### config.mk
export PLATFORM = sky130hd
export DESIGN_NAME = window_ctrl
export DESIGN_NICKNAME = d
export VERILOG_FILES = /design/src/rtl/window_ctrl.sv
export SDC_FILE = /design/constraint.sdc
export NUM_CORES = 1
export LEC_CHECK = 0
export CAP_MARGIN = 20
export CORE_ASPECT_RATIO = 0.9
export CORE_MARGIN = 2
export CORE_UTILIZATION = 30
export CTS_BUF_LIST = sky130_fd_sc_hd__clkbuf_16
export DETAILED_ROUTE_END_ITERATION = 7
export SETUP_SLACK_MARGIN = 0.4
export SLEW_MARGIN = 10
export SYNTH_ARGS = -nofsm -noshare
export SYNTH_HDL_FRONTEND = slang
export SYNTH_SLANG_ARGS = --single-unit
### constraint.sdc
create_clock -name clk -period 3.72 [get_ports clk]
set_input_delay 0.372 -clock clk [delete_from_list [all_inputs] [get_ports clk]]
set_output_delay 0.372 -clock clk [all_outputs]
set_load 0.1 [all_outputs]
### src/rtl/window_ctrl.sv
// Sliding-window sequencer: gates row-buffer shifts and tags centre coordinates; L = HALF*IMAGE_W+HALF beats in, then one window per beat.
// Backpressure: in_ready follows out_ready once windows flow; the tail flush stalls on out_ready with upstream held off.
module window_ctrl #(
    parameter int IMAGE_W = 640,
    parameter int IMAGE_H = 480,
    parameter int KERNEL  = 3
) (
    input  logic                       clk,
    input  logic                       rst,
    input  logic                       in_valid,
    input  logic                       in_sop,
    input  logic                       in_eop,
    output logic                       in_ready,
    input  logic                       out_ready,
    output logic                       shift_en,
    output logic                       out_valid,
    output logic                       out_sop,
    output logic                       out_eop,
    output logic [$clog2(IMAGE_W)-1:0] out_x,
    output logic [$clog2(IMAGE_H)-1:0] out_y,
    output logic                       out_border,
    output logic                       err
);
    localparam int HALF = (KERNEL - 1) / 2;
    localparam int L    = HALF * IMAGE_W + HALF;
    localparam int NPIX = IMAGE_W * IMAGE_H;
    localparam int CW   = $clog2(NPIX + 1);
    localparam int XW   = $clog2(IMAGE_W);
    localparam int YW   = $clog2(IMAGE_H);

    localparam logic [CW-1:0] L_C    = CW'(L);
    localparam logic [CW-1:0] NPIX_C = CW'(NPIX);
    localparam logic [CW-1:0] ONE_C  = CW'(1);
    localparam logic [XW-1:0] X_MAX  = XW'(IMAGE_W - 1);
    localparam logic [YW-1:0] Y_MAX  = YW'(IMAGE_H - 1);
    localparam logic [XW-1:0] X_LO   = XW'(HALF);
    localparam logic [XW-1:0] X_HI   = XW'(IMAGE_W - 1 - HALF);
    localparam logic [YW-1:0] Y_LO   = YW'(HALF);
    localparam logic [YW-1:0] Y_HI   = YW'(IMAGE_H - 1 - HALF);

    typedef enum logic [1:0] {IDLE, FILL, RUN, FLUSH} state_t;

    localparam state_t AFTER_SOP = (L <= 1) ? RUN : FILL;
    localparam state_t AFTER_EOP = (L == 0) ? IDLE : FLUSH;

    state_t          state;
    logic [CW-1:0]   in_count;
    logic [CW-1:0]   remain;
    logic [CW-1:0]   next_count;
    logic [XW-1:0]   x_q;
    logic [YW-1:0]   y_q;
    logic            ready_c;
    logic            accept;
    logic            overflow;
    logic            shift_c;
    logic            valid_c;
    logic            err_c;

    always_comb begin
        ready_c    = 1'b0;
        shift_c    = 1'b0;
        valid_c    = 1'b0;
        err_c      = 1'b0;
        next_count = in_count + 1'b1;
        // A full frame already counted: further beats are surplus and never shifted in.
        overflow   = (state == RUN) && (in_count == NPIX_C);
        if (!rst) begin
            case (state)
                IDLE, FILL: ready_c = 1'b1;
                RUN:        ready_c = out_ready;
                default:    ready_c = 1'b0;
            endcase
        end
        accept = in_valid & ready_c;
        case (state)
            IDLE: begin
                shift_c = accept & in_sop;
                err_c   = accept & in_sop & in_eop;
            end
            FILL, RUN: begin
                if (accept) begin
                    if (in_sop) begin
                        shift_c = 1'b1;
                        err_c   = 1'b1;
                    end else if (overflow) begin
                        err_c = 1'b1;
                    end else begin
                        shift_c = 1'b1;
                        valid_c = (state == RUN);
                        err_c   = in_eop && (next_count != NPIX_C);
                    end
                end
            end
            default: begin
                shift_c = out_ready & ~rst;
                valid_c = out_ready & ~rst;
            end
        endcase
    end

    always_ff @(posedge clk) begin
        if (rst) begin
            state    <= IDLE;
            in_count <= '0;
            remain   <= '0;
            x_q      <= '0;
            y_q      <= '0;
        end else begin
            if (valid_c) begin
                if (x_q == X_MAX) begin
                    x_q <= '0;
                    y_q <= (y_q == Y_MAX) ? '0 : y_q + 1'b1;
                end else begin
                    x_q <= x_q + 1'b1;
                end
            end
            case (state)
                IDLE, FILL, RUN: begin
                    if (accept && (in_sop || state != IDLE)) begin
                        if (in_sop) begin
                            // New frame (or restart): any partial frame in flight is dropped.
                            in_count <= ONE_C;
                            x_q      <= '0;
                            y_q      <= '0;
                            state    <= AFTER_SOP;
                        end else if (!overflow) begin
                            in_count <= next_count;
                            if (state == FILL && next_count == L_C)
                                state <= RUN;
                        end
                        if (in_eop) begin
                            state  <= AFTER_EOP;
                            remain <= L_C;
                        end
                    end
                end
                default: begin
                    if (out_ready) begin
                        remain <= remain - 1'b1;
                        if (remain == ONE_C) begin
                            state    <= IDLE;
                            in_count <= '0;
                            x_q      <= '0;
                            y_q      <= '0;
                        end
                    end
                end
            endcase
        end
    end

    assign in_ready   = ready_c;
    assign shift_en   = shift_c;
    assign out_valid  = valid_c;
    assign err        = err_c;
    assign out_x      = rst ? '0 : x_q;
    assign out_y      = rst ? '0 : y_q;
    assign out_sop    = valid_c && (x_q == '0) && (y_q == '0);
    assign out_eop    = valid_c && (x_q == X_MAX) && (y_q == Y_MAX);
    assign out_border = (out_x < X_LO) || (out_x > X_HI) || (out_y < Y_LO) || (out_y > Y_HI);

endmodule

Yosys cells after proc, flatten, opt, wreduce, memory -nomap -nowiden:

Index checks and enable logic that the tools add are counted.

* $lt $le $gt $ge: 4
* bitwise gates (word level): 5
* eq/ne operators: 13
* $add $sub $neg: 4
* reduce and logical (&&, ||, !) cells: 24
* muxes and demuxes: 49

Operators with widths (count)
* $mux 19: 10
* $mux 9: 9
* $mux 10: 8
* $add 19x1->19 const B: 1
* $eq 19x1->1 const B: 1
* $eq 19x10->1 const B: 1
* $eq 19x19->1 const B: 1
* $ne 19x19->1 const B: 1
* $sub 19x1->19 const B: 1
* $mux 2: 8
* $add 10x1->10 const B: 1
* $eq 10x10->1 const B: 1
* $gt 10x10->1 const B: 1
* $logic_not 10->1: 1
* $lt 10x1->1 const B: 1
* $mux 1: 10
* $add 9x1->9 const B: 1
* $eq 9x9->1 const B: 1
* $gt 9x9->1 const B: 1
* $logic_not 9->1: 1
* $lt 9x1->1 const B: 1
* $logic_and 1x1->1: 8
* $ne 4x4->1 const B: 2
* $pmux 1 s2: 4
* other kinds (14): 24

* output and inout port bits: 26
* word-level logic and storage cells: 104
* register bits: 59
* input port bits: 6

Longest topological paths before layout:

* depth after elaboration: 11
* depth in mapped cells: 11
* gate-level depth less buffers: 9

Worst setup path before layout:

Ideal clock, no wire load.

* path kind: reg2out
* from: reg state[0]
* to: out out_sop
* data required time: 3.348 ns
* buffers on the path: 1
* path slack: -2.037 ns
* stages on the path, launching flop included: 8
* data arrival time: 5.385 ns
* path through: dfxtp_1 > ha_1 > nor2_1 > and2_1 > nand2_1 > o32a_4 > clkbuf_1 > nor4_1

* longest elaborated chain between the ends: 9
* elaborated cells between the ends (all ways): 15
* classes of those cells: eq/ne (2); mux (6); bitwise (1); reduce/logical (6)

Ends and longest elaborated chain
* from (decl): RTL line 46 `state_t state;`
* from (signal assigned): RTL line 103 `state <= IDLE;`
* from (signal assigned): RTL line 125 `state <= AFTER_SOP;`
* from (signal assigned): RTL line 129 `state <= RUN;`
* $eq 2x1->1 or $logic_not 2->1 (tied branches): RTL line 68 `case (state)`
* $reduce_or 2->1: RTL line 68
* $pmux 1 s2 (*): RTL line 68
* $mux 1 (*): RTL line 67 `if (!rst) begin`
* net in_ready: RTL line 13 `output logic in_ready,`
* $and 1x1->1 (*): RTL line 74 `accept = in_valid & ready_c;`
* $mux 1 (*): RTL line 81 `if (accept) begin`
* $pmux 1 s2 (*): RTL line 75 `case (state)`
* $logic_and 1x1->1 (*) (2 in series): RTL line 158 `assign out_sop = valid_c && (x_q == '0) && (y_q == '0);`
* to (decl): RTL line 17 `output logic out_sop,`

The timed path passes the listed nets; every way through them passes the cells marked *.

Final worst setup path:

* from: reg in_count[1]
* to: out out_eop

* longest elaborated chain between the ends: 8

Ends and longest elaborated chain
* from (decl): RTL line 47 `logic [CW-1:0] in_count;`
* from (signal assigned): RTL line 127 `in_count <= next_count;`
* $eq 19x19->1: RTL line 66 `overflow = (state == RUN) && (in_count == NPIX_C);`
* $logic_and 1x1->1: RTL line 66
* $mux 1: RTL line 85 `end else if (overflow) begin`
* $mux 1: RTL line 82 `if (in_sop) begin`
* $mux 1: RTL line 81
* $pmux 1 s2: RTL line 75
* $logic_and 1x1->1 (2 in series): RTL line 159 `assign out_eop = valid_c && (x_q == X_MAX) && (y_q == Y_MAX);`
* to (decl): RTL line 18 `output logic out_eop,`

Every way passes these cells.

==> impl_metrics.ini <==
[grt]
grt_use_met1_pct = 21.34
grt-ovfl-total = 0
grt_pass1_wl_um = 15980
grt_antenna_before_repair = 0
grtUsageMet3_pct = 4.325
grt_max_degree = 49
track_usage_pct = 15.13
grtUsageMet2_pct = 22.82
grt_busiest_layer = met2
grt_pass1_vias = 3282

[yosys]
synth-seq-area-share_pct = 32.77
synth_top_area_share_pct = 32.77
yosysWarnings = 0
syn_area_sq_mm = 0.003605
synth_most_common_cell = nor2_1
ys_ff_latch = 59
yosysUniqueCellTypes = 55
netlist_instances = 467
synth_area_leader_cell = dfxtp_1
synth_area_leaders = dfxtp_1 33%, nor2_1 6.5%, xnor2_1 4.4%
ys_top_cells_by_count = 62 x nor2_1, 59 x dfxtp_1, 33 x nand2_1, 29 x a21oi_1
syn-num-nets = 485
async_flop_share_pct = 0
synth_edf_count = 0
syn_area_per_cell_sq_um = 7.719
synth_ff_type = dfxtp_1

[detailed_routing]
wl_per_cell_um = 14.34
drtAntennaViolNets = 0
drc_errors = 0
via_count = 3416
via_per_inst = 5.199
wl_um = 9421
firstDrtPassIters = 4
drtIter0Drc = 190

[critical_path]
arrival_ns = 2.84
cpLargestDelayFamily = simple AND/OR/NAND/NOR gates
critPathCaptureType = primary output
cp_max_fo = 9
crit_slowest_cell = or4_4
path_depth = 9
r2r_cells = 9
max_stage_delay_ns = 0.59
critPathLaunchType = register
worstPathRequired_ns = 3.35
crit_type = reg2out
path_buf_inv = 2
path_cells = inv_1 > ha_1 > and4b_1 > and4_4 > and2_4 > o32a_4 > or4_4 > nor2_4 > buf_12

[placed_design]
place_inst = 636
place_ws_ns = 0.4991
port_buffers = 31
placed_area_sq_mm = 0.004060
dp_hpwl_um = 6491
gp_congestion = 0.8844

[pwr]
peakVddDrop_v = 0.0001876
p_total_mw = 1.742
power.density_mw_per_mm2 = 394.7
p_leak_nw = 1.526

[cells_and_area]
final_nets = 514
area_delta_synth_final_pct = 22.42
finalInstanceArea_sq_mm = 0.004413
drive_gt1_share_pct = 12.57
nFillCells = 1193
stdcell_count = 657
diodes = 0

[floorplanning]
rows = 37
die-area_sq_mm = 0.01291
die_y_um = 108.0
core_sq_mm = 0.01157
initial_utilization_pct = 31.15
die_w_um = 119.5
io_pins = 32

[timing]
finalHoldViolCount = 0
setup_viol = 0
period_minus_slack_ns = 3.210
clock.fmax_mhz = 311.6
fin_crit_sh_pct = 86.28
worst_slack_ns = 0.5104
rsz0062_at_grt = yes
tns_ns = 0
relSlewSlack_pct = 33.19
tightest_slew_ns = 0.9955
clock_skew_ns = 0.01015
report.final.slew_viol_count = 0

[clocking]
clock_path_buffers = 2
cts_num_sinks = 59
ctsHtreeMaxLevel = 3
cts-buffers-inserted = 9
path_clk_slew_ns = 0.06
cts_tree = done
root_buffer = clkbuf_16
clock_latency_ns = 0.33

[flow_run]
maxCapViolations = 0

[worst_hold_path]
hold_depth = 4
hold_path.class = in2reg

[status]
status = complete, no violations
## cell usage in the layout (no fill, tap or decap), types with 3 or more instances in the layout
master | netlist | routed
nand3_1 | 23 | 22
clkbuf_16 | 0 | 9
or3b_1 | 5 | 5
and2_1 | 5 | 4
nor3_1 | 19 | 17
clkinv_2 | 0 | 3
nand2b_1 | 7 | 7
nor2_1 | 62 | 59
nand4b_1 | 3 | 3
a31oi_1 | 11 | 11
nor4b_1 | 3 | 3
and3_1 | 7 | 7
a21oi_1 | 29 | 29
a211oi_1 | 3 | 3
nor4_2 | 2 | 3
mux2i_1 | 4 | 4
dfxtp_1 | 59 | 58
a311oi_1 | 5 | 5
xnor2_1 | 18 | 18
buf_4 | 1 | 26
nand2_1 | 33 | 33
nor2b_1 | 13 | 13
nor4_1 | 12 | 10
ha_1 | 12 | 11
xor2_1 | 12 | 12
o21ai_1 | 3 | 3
or3_1 | 9 | 9
or4_1 | 6 | 6
clkdlybuf4s50_1 | 0 | 13
o21ai_0 | 23 | 23
inv_1 | 15 | 16
o31ai_1 | 3 | 3
nand4_1 | 8 | 8
## path summary, 6_finish.rpt
kind	startpoint	end	slack [ns]
worst max register to register	in_count[1]	y_q[8]	0.82
worst max-delay path	in_count[1]	out_eop	0.51
worst min-delay path	rst	state[1]	0.40
worst min register to register	in_count[0]	in_count[0]	0.49
## flip-flops by register name (all words and copies together), names as in the netlist
signal    cells
state         2
y_q           9
remain       19
in_count     19
x_q          10
## layer usage
| layer | vias to the layer above | wire [um] |
|---|---|---|
| met5 | - | 0 |
| met4 | 0 | 41 |
| met3 | 4 | 315 |
| met2 | 63 | 4050 |
| met1 | 1607 | 5013 |
| li1 | 1742 | - |
## worst min-delay path: stages
cell	delay (ns)
buf_2	0.10
nor2_2	0.05
o21ai_0	0.07
mux2i_1	0.06
## report_power, final
part	internal, mW	leakage (nW)	switching (mW)	total [mW]
Clock	0.509	0.144	0.290	0.799
Sequential	0.655	0.477	0.0228	0.677
Combinational	0.0943	0.905	0.172	0.266
Total	1.26	1.53	0.484	1.74
## what timing repair did
item	in CTS	in global routing
gates resized for setup	2	6
gates cloned	0	0
hold buffers	0	0
buffers inserted	0	5
endpoints found under the setup margin	2	2
pin swaps	0	2
## layout make-up
class | count | area, sq um | share of cell area (%)
multi-input combinational | 369 | 2323 | 52.65
clock inverter | 7 | 60.06 | 1.361
sequential | 59 | 1182 | 26.79
tap | 156 | 195.2 | 4.423
inverter | 15 | 56.30 | 1.276
clock buffer | 9 | 225.2 | 5.103
timing repair buffer | 42 | 370.4 | 8.392
## metrics by stage
| step | util [%] | hold slack, ns |
|---|---|---|
| after CTS | 37.62 | 0.3890 |
| after floorplan | - | 0.4469 |
| after global placement | 35.08 | 0.4604 |
| after detailed placement | 35.08 | 0.4958 |
| final | 38.13 | 0.3969 |
| after global routing | 38.13 | 0.4621 |
## cells by family (layout without fill, tap and decap cells)
kind of cell | count (synthesis) | after routing | share of synthesized area (%)
AOI/OAI and AO/OA | 91 | 91 | 15.76
adders and majority gates | 12 | 12 | 4.165
muxes | 5 | 5 | 1.423
and+or+nand+nor | 231 | 231 | 34.33
xor gates and xnor gates | 30 | 30 | 7.289
DFF | 59 | 59 | 32.77
buffers and inverters | 39 | 73 | 4.269
(Power assumes the default switching activity.)
